<file path="config.mk">
export PLATFORM = sky130hd
export DESIGN_NAME = seq_multdiv_alu
export DESIGN_NICKNAME = d
export VERILOG_FILES = /design/src/rtl/alu_pkg.sv /design/src/rtl/multdiv_iter.sv /design/src/rtl/seq_multdiv_alu.sv
export SDC_FILE = /design/constraint.sdc
export NUM_CORES = 1
export LEC_CHECK = 0
export CAP_MARGIN = 20
export CORE_MARGIN = 1.5
export CORE_UTILIZATION = 40
export CTS_BUF_LIST = sky130_fd_sc_hd__clkbuf_16
export DETAILED_ROUTE_END_ITERATION = 8
export PLACE_DENSITY = 0.53
export SYNTH_ARGS = -nofsm -noshare
export SYNTH_HDL_FRONTEND = slang
export SYNTH_HIERARCHICAL = 1
export SYNTH_SLANG_ARGS = --single-unit
</file>
<file path="constraint.sdc">
create_clock -name clock -period 8.5 [get_ports clock]
set_input_delay 2.125 -clock clock [delete_from_list [all_inputs] [get_ports clock]]
set_output_delay 2.125 -clock clock [all_outputs]
set_load 0.01 [all_outputs]
</file>
<file path="src/rtl/alu_pkg.sv">
// Shared opcodes, FSM states and signed-overflow helper for seq_multdiv_alu.
package alu_pkg;

    localparam logic [4:0] OP_ADD = 5'b00000;
    localparam logic [4:0] OP_SUB = 5'b00001;
    localparam logic [4:0] OP_AND = 5'b00010;
    localparam logic [4:0] OP_OR  = 5'b00011;
    localparam logic [4:0] OP_SLL = 5'b00100;
    localparam logic [4:0] OP_SRA = 5'b00101;
    localparam logic [4:0] OP_MUL = 5'b00110;
    localparam logic [4:0] OP_DIV = 5'b00111;

    typedef enum logic [1:0] {
        IDLE = 2'b00,
        BUSY = 2'b01,
        DONE = 2'b10
    } state_e;

    // Subtraction is A + ~B + 1, so the effective B sign is inverted.
    function automatic logic signed_ovf(input logic a_msb, input logic b_msb,
                                        input logic r_msb, input logic is_sub);
        logic b_eff;
        b_eff = b_msb ^ is_sub;
        return (a_msb == b_eff) && (r_msb != a_msb);
    endfunction

endpackage

</file>
<file path="src/rtl/multdiv_iter.sv">
// Iterative signed multiply (radix-2 shift-add) and restoring divide on magnitudes.
// Divider datapath exists only when SEQ_MULTDIV_DIV_EN is defined.
module multdiv_iter #(
    parameter int unsigned WIDTH = 32
) (
    input  logic             clock,
    input  logic             reset,
    input  logic             start,
    input  logic             is_div,
    input  logic [WIDTH-1:0] op_a,
    input  logic [WIDTH-1:0] op_b,
    output logic             done,
    output logic [WIDTH-1:0] result,
    output logic             ovf,
    output logic             exc
);

    localparam int unsigned CNT_W = $clog2(WIDTH);

    logic               busy_q, busy_d;
    logic [CNT_W-1:0]   cnt_q, cnt_d;
    logic [2*WIDTH-1:0] acc_q, acc_d;
    logic [WIDTH-1:0]   mag_q, mag_d;
    logic               neg_q, neg_d;
    logic               go;
    logic [WIDTH-1:0]   a_mag, b_mag;
    logic [WIDTH:0]     upper;
    logic [2*WIDTH-1:0] prod;

`ifdef SEQ_MULTDIV_DIV_EN
    localparam logic [WIDTH-1:0] MIN_VAL = {1'b1, {(WIDTH-1){1'b0}}};
    logic             div_q, div_d;
    logic             exc_q, exc_d;
    logic [WIDTH:0]   rem_sh, trial;
    logic [WIDTH-1:0] quot;
    assign go = start;
`else
    assign go = start && !is_div;
`endif

    assign a_mag = op_a[WIDTH-1] ? -op_a : op_a;
    assign b_mag = op_b[WIDTH-1] ? -op_b : op_b;

    // Mul: acc = {partial sum, multiplier}. Div: acc = {remainder, quotient/dividend}.
    always_comb begin
        busy_d = busy_q;
        cnt_d  = cnt_q;
        acc_d  = acc_q;
        mag_d  = mag_q;
        neg_d  = neg_q;
        done   = 1'b0;
        upper  = {1'b0, acc_q[2*WIDTH-1:WIDTH]} + (acc_q[0] ? {1'b0, mag_q} : '0);
`ifdef SEQ_MULTDIV_DIV_EN
        div_d  = div_q;
        exc_d  = exc_q;
        rem_sh = {acc_q[2*WIDTH-1:WIDTH], acc_q[WIDTH-1]};
        trial  = rem_sh - {1'b0, mag_q};
`endif
        if (go) begin
            busy_d = 1'b1;
            cnt_d  = '0;
            neg_d  = op_a[WIDTH-1] ^ op_b[WIDTH-1];
            acc_d  = {{WIDTH{1'b0}}, b_mag};
            mag_d  = a_mag;
`ifdef SEQ_MULTDIV_DIV_EN
            div_d  = is_div;
            exc_d  = is_div && ((op_b == '0) || (op_a == MIN_VAL && op_b == '1));
            if (is_div) begin
                acc_d = {{WIDTH{1'b0}}, a_mag};
                mag_d = b_mag;
            end
`endif
        end else if (busy_q) begin
            cnt_d = cnt_q + CNT_W'(1);
            acc_d = {upper, acc_q[WIDTH-1:1]};
`ifdef SEQ_MULTDIV_DIV_EN
            if (div_q) begin
                acc_d = trial[WIDTH] ? {rem_sh[WIDTH-1:0], acc_q[WIDTH-2:0], 1'b0}
                                     : {trial[WIDTH-1:0], acc_q[WIDTH-2:0], 1'b1};
            end
`endif
            if (cnt_q == CNT_W'(WIDTH-1)) begin
                busy_d = 1'b0;
                done   = 1'b1;
            end
        end
    end

    // Result is taken from the final iteration's next value so the top can register it on done.
    always_comb begin
        prod   = neg_q ? -acc_d : acc_d;
        result = prod[WIDTH-1:0];
        ovf    = !((&prod[2*WIDTH-1:WIDTH-1]) || !(|prod[2*WIDTH-1:WIDTH-1]));
        exc    = 1'b0;
`ifdef SEQ_MULTDIV_DIV_EN
        quot   = neg_q ? -acc_d[WIDTH-1:0] : acc_d[WIDTH-1:0];
        if (div_q) begin
            result = (mag_q == '0) ? '0 : quot;
            ovf    = 1'b0;
            exc    = exc_q;
        end
`endif
    end

    always_ff @(posedge clock) begin
        if (reset) begin
            busy_q <= 1'b0;
            cnt_q  <= '0;
            acc_q  <= '0;
            mag_q  <= '0;
            neg_q  <= 1'b0;
`ifdef SEQ_MULTDIV_DIV_EN
            div_q  <= 1'b0;
            exc_q  <= 1'b0;
`endif
        end else begin
            busy_q <= busy_d;
            cnt_q  <= cnt_d;
            acc_q  <= acc_d;
            mag_q  <= mag_d;
            neg_q  <= neg_d;
`ifdef SEQ_MULTDIV_DIV_EN
            div_q  <= div_d;
            exc_q  <= exc_d;
`endif
        end
    end

endmodule

</file>
<file path="src/rtl/seq_multdiv_alu.sv">
// Registered ALU with valid/ready handshake and iterative signed mul/div.
// Define SEQ_MULTDIV_DIV_EN to include the divider; otherwise div completes at once with exception.
module seq_multdiv_alu
    import alu_pkg::*;
#(
    parameter int unsigned WIDTH   = 32,
    parameter int unsigned SHAMT_W = 5
) (
    input  logic               clock,
    input  logic               reset,
    input  logic               in_valid,
    output logic               in_ready,
    input  logic [WIDTH-1:0]   data_operandA,
    input  logic [WIDTH-1:0]   data_operandB,
    input  logic [4:0]         ctrl_ALUopcode,
    input  logic [SHAMT_W-1:0] ctrl_shiftamt,
    output logic               out_valid,
    output logic [WIDTH-1:0]   data_result,
    output logic               isNotEqual,
    output logic               isLessThan,
    output logic               overflow,
    output logic               exception
);

    state_e           state_q, state_d;
    logic             out_valid_q, out_valid_d;
    logic [WIDTH-1:0] result_q, result_d;
    logic             ne_q, ne_d, lt_q, lt_d, ovf_q, ovf_d, exc_q, exc_d;
    logic             pend_ne_q, pend_ne_d, pend_lt_q, pend_lt_d;

    logic             accept, is_multi, start;
    logic [WIDTH-1:0] sum, diff, alu_res;
    logic             sub_ovf, flag_ne, flag_lt, alu_ovf, alu_exc;
    logic             core_done, core_ovf, core_exc;
    logic [WIDTH-1:0] core_result;

    assign in_ready = (state_q != BUSY);
    assign accept   = in_valid && in_ready;
    assign sum      = data_operandA + data_operandB;
    assign diff     = data_operandA - data_operandB;
    assign sub_ovf  = signed_ovf(data_operandA[WIDTH-1], data_operandB[WIDTH-1], diff[WIDTH-1], 1'b1);
    assign flag_ne  = |diff;
    assign flag_lt  = diff[WIDTH-1] ^ sub_ovf;
`ifdef SEQ_MULTDIV_DIV_EN
    assign is_multi = (ctrl_ALUopcode == OP_MUL) || (ctrl_ALUopcode == OP_DIV);
`else
    assign is_multi = (ctrl_ALUopcode == OP_MUL);
`endif
    assign start    = accept && is_multi;

    multdiv_iter #(.WIDTH(WIDTH)) u_multdiv (
        .clock  (clock),
        .reset  (reset),
        .start  (start),
        .is_div (ctrl_ALUopcode == OP_DIV),
        .op_a   (data_operandA),
        .op_b   (data_operandB),
        .done   (core_done),
        .result (core_result),
        .ovf    (core_ovf),
        .exc    (core_exc)
    );

    always_comb begin
        alu_res = '0;
        alu_ovf = 1'b0;
        alu_exc = 1'b0;
        case (ctrl_ALUopcode)
            OP_ADD: begin
                alu_res = sum;
                alu_ovf = signed_ovf(data_operandA[WIDTH-1], data_operandB[WIDTH-1], sum[WIDTH-1], 1'b0);
            end
            OP_SUB: begin
                alu_res = diff;
                alu_ovf = sub_ovf;
            end
            OP_AND: alu_res = data_operandA & data_operandB;
            OP_OR:  alu_res = data_operandA | data_operandB;
            OP_SLL: alu_res = data_operandA << ctrl_shiftamt;
            OP_SRA: alu_res = $signed(data_operandA) >>> ctrl_shiftamt;
`ifndef SEQ_MULTDIV_DIV_EN
            OP_DIV: alu_exc = 1'b1;
`endif
            default: ;
        endcase
    end

    // Compare flags of a mul/div are captured at acceptance and published at completion.
    always_comb begin
        state_d     = state_q;
        out_valid_d = 1'b0;
        result_d    = result_q;
        ne_d        = ne_q;
        lt_d        = lt_q;
        ovf_d       = ovf_q;
        exc_d       = exc_q;
        pend_ne_d   = pend_ne_q;
        pend_lt_d   = pend_lt_q;
        case (state_q)
            IDLE, DONE: begin
                state_d = IDLE;
                if (accept && is_multi) begin
                    state_d   = BUSY;
                    pend_ne_d = flag_ne;
                    pend_lt_d = flag_lt;
                end else if (accept) begin
                    state_d     = DONE;
                    out_valid_d = 1'b1;
                    result_d    = alu_res;
                    ne_d        = flag_ne;
                    lt_d        = flag_lt;
                    ovf_d       = alu_ovf;
                    exc_d       = alu_exc;
                end
            end
            BUSY: begin
                if (core_done) begin
                    state_d     = DONE;
                    out_valid_d = 1'b1;
                    result_d    = core_result;
                    ne_d        = pend_ne_q;
                    lt_d        = pend_lt_q;
                    ovf_d       = core_ovf;
                    exc_d       = core_exc;
                end
            end
            default: state_d = IDLE;
        endcase
    end

    always_ff @(posedge clock) begin
        if (reset) begin
            state_q     <= IDLE;
            out_valid_q <= 1'b0;
            result_q    <= '0;
            ne_q        <= 1'b0;
            lt_q        <= 1'b0;
            ovf_q       <= 1'b0;
            exc_q       <= 1'b0;
            pend_ne_q   <= 1'b0;
            pend_lt_q   <= 1'b0;
        end else begin
            state_q     <= state_d;
            out_valid_q <= out_valid_d;
            result_q    <= result_d;
            ne_q        <= ne_d;
            lt_q        <= lt_d;
            ovf_q       <= ovf_d;
            exc_q       <= exc_d;
            pend_ne_q   <= pend_ne_d;
            pend_lt_q   <= pend_lt_d;
        end
    end

    assign out_valid   = out_valid_q;
    assign data_result = result_q;
    assign isNotEqual  = ne_q;
    assign isLessThan  = lt_q;
    assign overflow    = ovf_q;
    assign exception   = exc_q;

endmodule

</file>
# == Word level (Yosys, flattened, before mapping) ==
# Cells that the tools add are included.
# word_totals
elab_cells,108
ff_bits,144
# classes
eq_ne,18
n_bitwise,5
n_addsub,7
muxes,43
shifts,2
reduce_logical,19
# op_table
cell,n
$mux 32,6
$mux 64,3
$pmux 32 s6,1
$neg 32->32,2
$neg 64->64,1
$pmux 32 s2,1
$add 32x33->33,1
$reduce_and 33->1,1
$reduce_or 33->1,1
$add 32x32->32,1
$and 32x32->32,1
$or 32x32->32,1
$reduce_or 32->1,1
$shl 32x5->32,1
$sshr 32x5->32,1
$sub 32x32->32,1
$mux 1,22
$eq 5x3->1 const B,4
$pmux 1 s2,6
$eq 5x2->1 const B,2
$mux 2,3
$ne 2x2->1 const B,3
$add 5x1->5 const B,1
$eq 5x1->1 const B,1
18 further kinds,28

# == Depth between registers and ports, before layout ==
# depth
ltp_word,13
mapped_depth,27
ltp_nobuf,24

# == Hierarchy ==
# Netlist, hierarchy kept.
# by_module_without_submodules
mod,n_inst,cells_each,area_each_um2,seq_area_each_um2
seq_multdiv_alu,1,1467,10835.4,820.8
multdiv_iter,1,1364,10018.4,2062.0

# == Least setup slack after synthesis ==
# No wires, ideal clock.
# synth_path
path_type,input-to-reg
from,in ctrl_ALUopcode[1]
to,"reg ovf_q, in the netlist overflow"
arrival_ns,7.184
n_path_buf,3
setup_slack_ns,1.201
setup_time_ns,0.115
path_stages,24
required_ns,8.385
path_cell_list,clkbuf_1 -> nand2b_1 -> nor2_1 -> nand3_1 -> inv_1 -> nor2b_1 -> clkbuf_1 -> clkbuf_1 -> nor2_1 -> a21oi_1 -> o21ai_0 -> nor4b_1 -> and4_1 -> or3b_1 -> nor4_1 -> xor2_1 -> or3_1 -> a2111oi_0 -> nand4_1 -> nor4_1 -> a21oi_1 -> nor3_1 -> nor3_1 -> o21a_1
# synth_via
elab_chain_len,12
word_cells_on_any_way,24
# synth_lines
element,line_no,rtl
start: declaration,seq_multdiv_alu.sv:15,"input logic [4:0] ctrl_ALUopcode,"
$eq 5x3->1 *,seq_multdiv_alu.sv:47,assign is_multi = (ctrl_ALUopcode == OP_MUL);
$logic_and 1x1->1 *,seq_multdiv_alu.sv:49,assign start = accept && is_multi;
net start,seq_multdiv_alu.sv:31,"logic accept, is_multi, start;"
$logic_and 1x1->1 *,multdiv_iter.sv:38,assign go = start && !is_div;
$mux 64 *,multdiv_iter.sv:59,if (go) begin
$neg 64->64,multdiv_iter.sv:91,prod = neg_q ? -acc_d : acc_d;
$mux 64 *,multdiv_iter.sv:91,
$reduce_or 33->1,multdiv_iter.sv:93,ovf = !((&prod[2*WIDTH-1:WIDTH-1]) || !(|prod[2*WIDTH-1:WIDTH-1]));
$logic_not 1->1,multdiv_iter.sv:93,
$logic_or 1x1->1 *,multdiv_iter.sv:93,
$logic_not 1->1 *,multdiv_iter.sv:93,
net core_ovf,seq_multdiv_alu.sv:34,"logic core_done, core_ovf, core_exc;"
$mux 1 *,seq_multdiv_alu.sv:117,if (core_done) begin
$pmux 1 s2 *,seq_multdiv_alu.sv:99,case (state_q)
end signal: assignment,seq_multdiv_alu.sv:148,ovf_q <= ovf_d;
end: declaration,seq_multdiv_alu.sv:28,"logic ne_q, ne_d, lt_q, lt_d, ovf_q, ovf_d, exc_q, exc_d;"
# The timed path passes the listed nets; every way through them passes the cells marked *. The select of a mux whose other input is x is not followed.
# A chain may end at the register's enable or synchronous reset.

# == Final worst setup path ==
# layout_path
from,in data_operandB[1]
to,"reg ovf_q, in the netlist overflow"
# layout_via
elab_chain_len,11
word_cells_on_any_way,21
# layout_lines
element,line_no,rtl
start: declaration,seq_multdiv_alu.sv:14,"input logic [WIDTH-1:0] data_operandB,"
$neg 32->32,multdiv_iter.sv:42,assign b_mag = op_b[WIDTH-1] ? -op_b : op_b;
$mux 32 *,multdiv_iter.sv:42,
$mux 64 *,multdiv_iter.sv:59,
$neg 64->64,multdiv_iter.sv:91,
$mux 64 *,multdiv_iter.sv:91,
$reduce_or 33->1,multdiv_iter.sv:93,
$logic_not 1->1,multdiv_iter.sv:93,
$logic_or 1x1->1 *,multdiv_iter.sv:93,
$logic_not 1->1 *,multdiv_iter.sv:93,
net core_ovf,seq_multdiv_alu.sv:34,
$mux 1 *,seq_multdiv_alu.sv:117,
$pmux 1 s2 *,seq_multdiv_alu.sv:99,
# Marked as above.

==> results.toml <==
[hold_path]
hp-start = "u_multdiv/mag_q[0]"
worstHoldPathCells = 2
min_to = "u_multdiv/mag_q[0]"
min-delay-path-class = "flip-flop to flip-flop"

[sta]
slew_headroom_pct = 17.3
drv_slew = 0
finalCritPeriodShare_pct = 93.0
tightest_slew_ns = 1.24
setup_violations = 0
final.setup.tns_ns = 0
fmax_ghz = 0.127
finalHoldViolCount = 0
period_needed_ns = 7.90
rsz0062_at_grt = "no"
skew_ns = 0.0369

[clock_tree]
clock_latency_ns = 0.50
post_cts_buffers = 0
cts_tree = "done"
cts_resized = 0
clk_pin_slew_ns = 0.07
cts_buffers = 17
clk_path_buf_depth = 2
postCtsHoldBufs = 0
cts_sinks = 144
cts-root-buf = "clkbuf_16"
htree_num_levels = 4

[route]
dr.pass1.iters = 6
wl_per_cell_um = 28.5
dr_total_vias = 23685
viasPerCell = 6.62
wirelength_um = 102000
drtAntennaViolNets = 0
route.detailed.drc = 0
drtIter0Drc = 2667

[place]
port_buffers = 114
placed_cells = 3542
place_area_um2 = 22900
gp_congestion = 1.04
hpwl_um = 80400

[flow_run]
max_cap_viol_count = 0

[logic_synthesis]
syn_area_um2 = 20900
synth-edff-count = 0
synth_area_leaders = "dfxtp_1 (14%), ha_1 (8.5%), mux4_2 (7.6%)"
avgSynthCellArea_um2 = 7.37
ys_ff_latch = 144
ys_types = 111
syn_inst = 2831
synth.net_count = 3052
ys.flop_type = "dfxtp_1"
ys_async_sr_fraction_pct = 0
seq_area_frac_synth_pct = 13.8
yosysTopAreaCell = "dfxtp_1"
synth.most_common_cell = "nor2_1"
synth_commonest_cells = "nor2_1 (337), nand2_1 (233), a21oi_1 (186)"
synth_top_area_share_pct = 13.8
yosysWarnings = 6

[setup_path]
reg2reg_slack_ns = 2.14
start_kind = "input port"
r2r_cells = 21
crit_path_end_kind = "flip-flop"
crit_type = "input port to flip-flop"
r2r_start = "u_multdiv/acc_q[0]"
crit_arrival_ns = 8.28
critPathLaunch = "data_operandB[1]"
timing.rr.end = "overflow"
required_ns = 8.88
cp_max_fo = 8

[floorplan]
dieArea_um2 = 53500
core.rowCount = 83
start_util_pct = 40.6
ioPinCount = 115
die_w_um = 231
core_um2 = 51400
fp.dieH_um = 231

[grt]
gr-usage-met3_pct = 6.18
grt_start_max_net_pins = 68
antenna_found_initial = 5
met1_usage_pct = 51.2
grt_pass1_vias = 21743
grt_pass1_wl_um = 149000
grt_usage_pct = 37.5
grt-busiest-layer = "met2"
met2_usage_pct = 57.5
overflow = 0

[final_layout]
drive_above_1_share_pct = 10.8
register_area_um2 = 2890
fillerInstances = 5338
area_growth_pct = 12.7
multiInputGateArea_um2 = 16700
fin_nets = 3104
fin_cells = 3578
postLayoutCellArea_um2 = 23500

[power]
p_total_w = 0.00256
peakVddDrop_uv = 159
power_leakage_nw = 9.11
power_density_nw_per_um2 = 109

[run_status]
status = "completed"
## kinds of logic (layout without fill, tap and decap cells)
family / after synthesis / count (layout) / synth area share, %
DFF: 144 / 144 / 13.8
muxes: 132 / 132 / 10.6
and+or+nand+nor: 1069 / 1069 / 25.9
adders and majority gates: 144 / 144 / 8.75
AOI/OAI and AO/OA: 866 / 866 / 28.3
buffers and inverters: 322 / 387 / 6.23
other: 1 / 3 / 0.0180
xor gates and xnor gates: 153 / 153 / 6.43
## power by group
group | internal (W) | leakage (nW) | switching [W]
combinational | 0.000386 | 7.67 | 0.000706
sequential | 0.000688 | 1.17 | 0.0000101
clock | 0.000386 | 0.271 | 0.000378
total | 0.00146 | 9.11 | 0.00109
## worst max-delay path, cell delays in order
cell and delay (ns):
clkdlybuf4s50_1 0.64, or4_1 0.66, or4_1 0.70, buf_4 0.27, o41ai_4 0.21, xor2_1 0.28, a22oi_1 0.21, or3_4 0.44
or3b_1 0.44, nor4_1 0.39, xor2_1 0.14, or3_1 0.32, a2111oi_0 0.41, nand4_1 0.16, nor4_1 0.31, a21oi_1 0.15
nor3_1 0.21, nor3_1 0.06, o21a_1 0.12
## registers in the layout (all words and copies together) (netlist names)
name              cells
u_multdiv/acc_q      64
isLessThan            1
u_multdiv/busy_q      1
pend_lt_q             1
u_multdiv/cnt_q       5
state_q               2
exception             1
u_multdiv/neg_q       1
isNotEqual            1
overflow              1
pend_ne_q             1
u_multdiv/mag_q      32
out_valid             1
data_result          32
## routing by layer
layer | share of wire (%) | vias to the layer above
met2 | 44 | 1232
li1 | - | 10688
met4 | 4.7 | 10
met3 | 8.3 | 211
met5 | 0.059 | -
met1 | 43 | 11544
## area by class of cell
cell class                      count  share of cell area (%)
Multi-Input combinational cell   2365                    71.1
Sequential cell                   144                    12.3
Timing Repair Buffer              231                    8.59
Tap cell                          680                    3.62
Inverter                          124                    1.98
Clock buffer                       17                    1.81
Clock inverter                     15                   0.617
Antenna cell                        2                  0.0213
## metrics by stage
step	hold slack (ns)	utilization (%)	worst slack, ns
2_1_floorplan	0.427	-	1.20
3_3_place_gp	0.441	44.5	0.200
3_5_place_dp	0.448	44.6	0.217
4_1_cts	0.456	45.7	0.714
5_1_grt	0.469	45.7	0.0604
6_report	0.454	45.7	0.599
## worst max path at each step
stage	slack [ns]	to	cells after the start
finish	0.60	overflow	19
global route	0.06	overflow	26
CTS	0.71	overflow	19
detailed placement	0.22	overflow	19
global placement	0.20	overflow	26
floorplan	1.20	overflow	24
## layout by cell type (no fill, tap or decap), drive strengths merged, types with 15 or more instances in the layout
cell type      instances
buf                  122
nor4                  42
ha                   141
a21o                  37
nand2b                31
nor3                  86
o41ai                 21
nand4                 31
nand2                233
xor2                  73
o2111ai               16
clkbuf                18
a211oi                81
and3                  22
a221oi                36
a21oi                186
inv                  128
nand3                 56
or4                   18
clkdlybuf4s50        107
xnor2                 80
nor2b                 45
nor2                 340
o21a                  22
mux4                  70
o31ai                 42
o211ai                45
a31oi                 39
o21ai                192
dfxtp                144
mux2i                 55
or3                   45
or2                   15
and2                  46
Note: power is estimated with default switching activity, not from simulation.
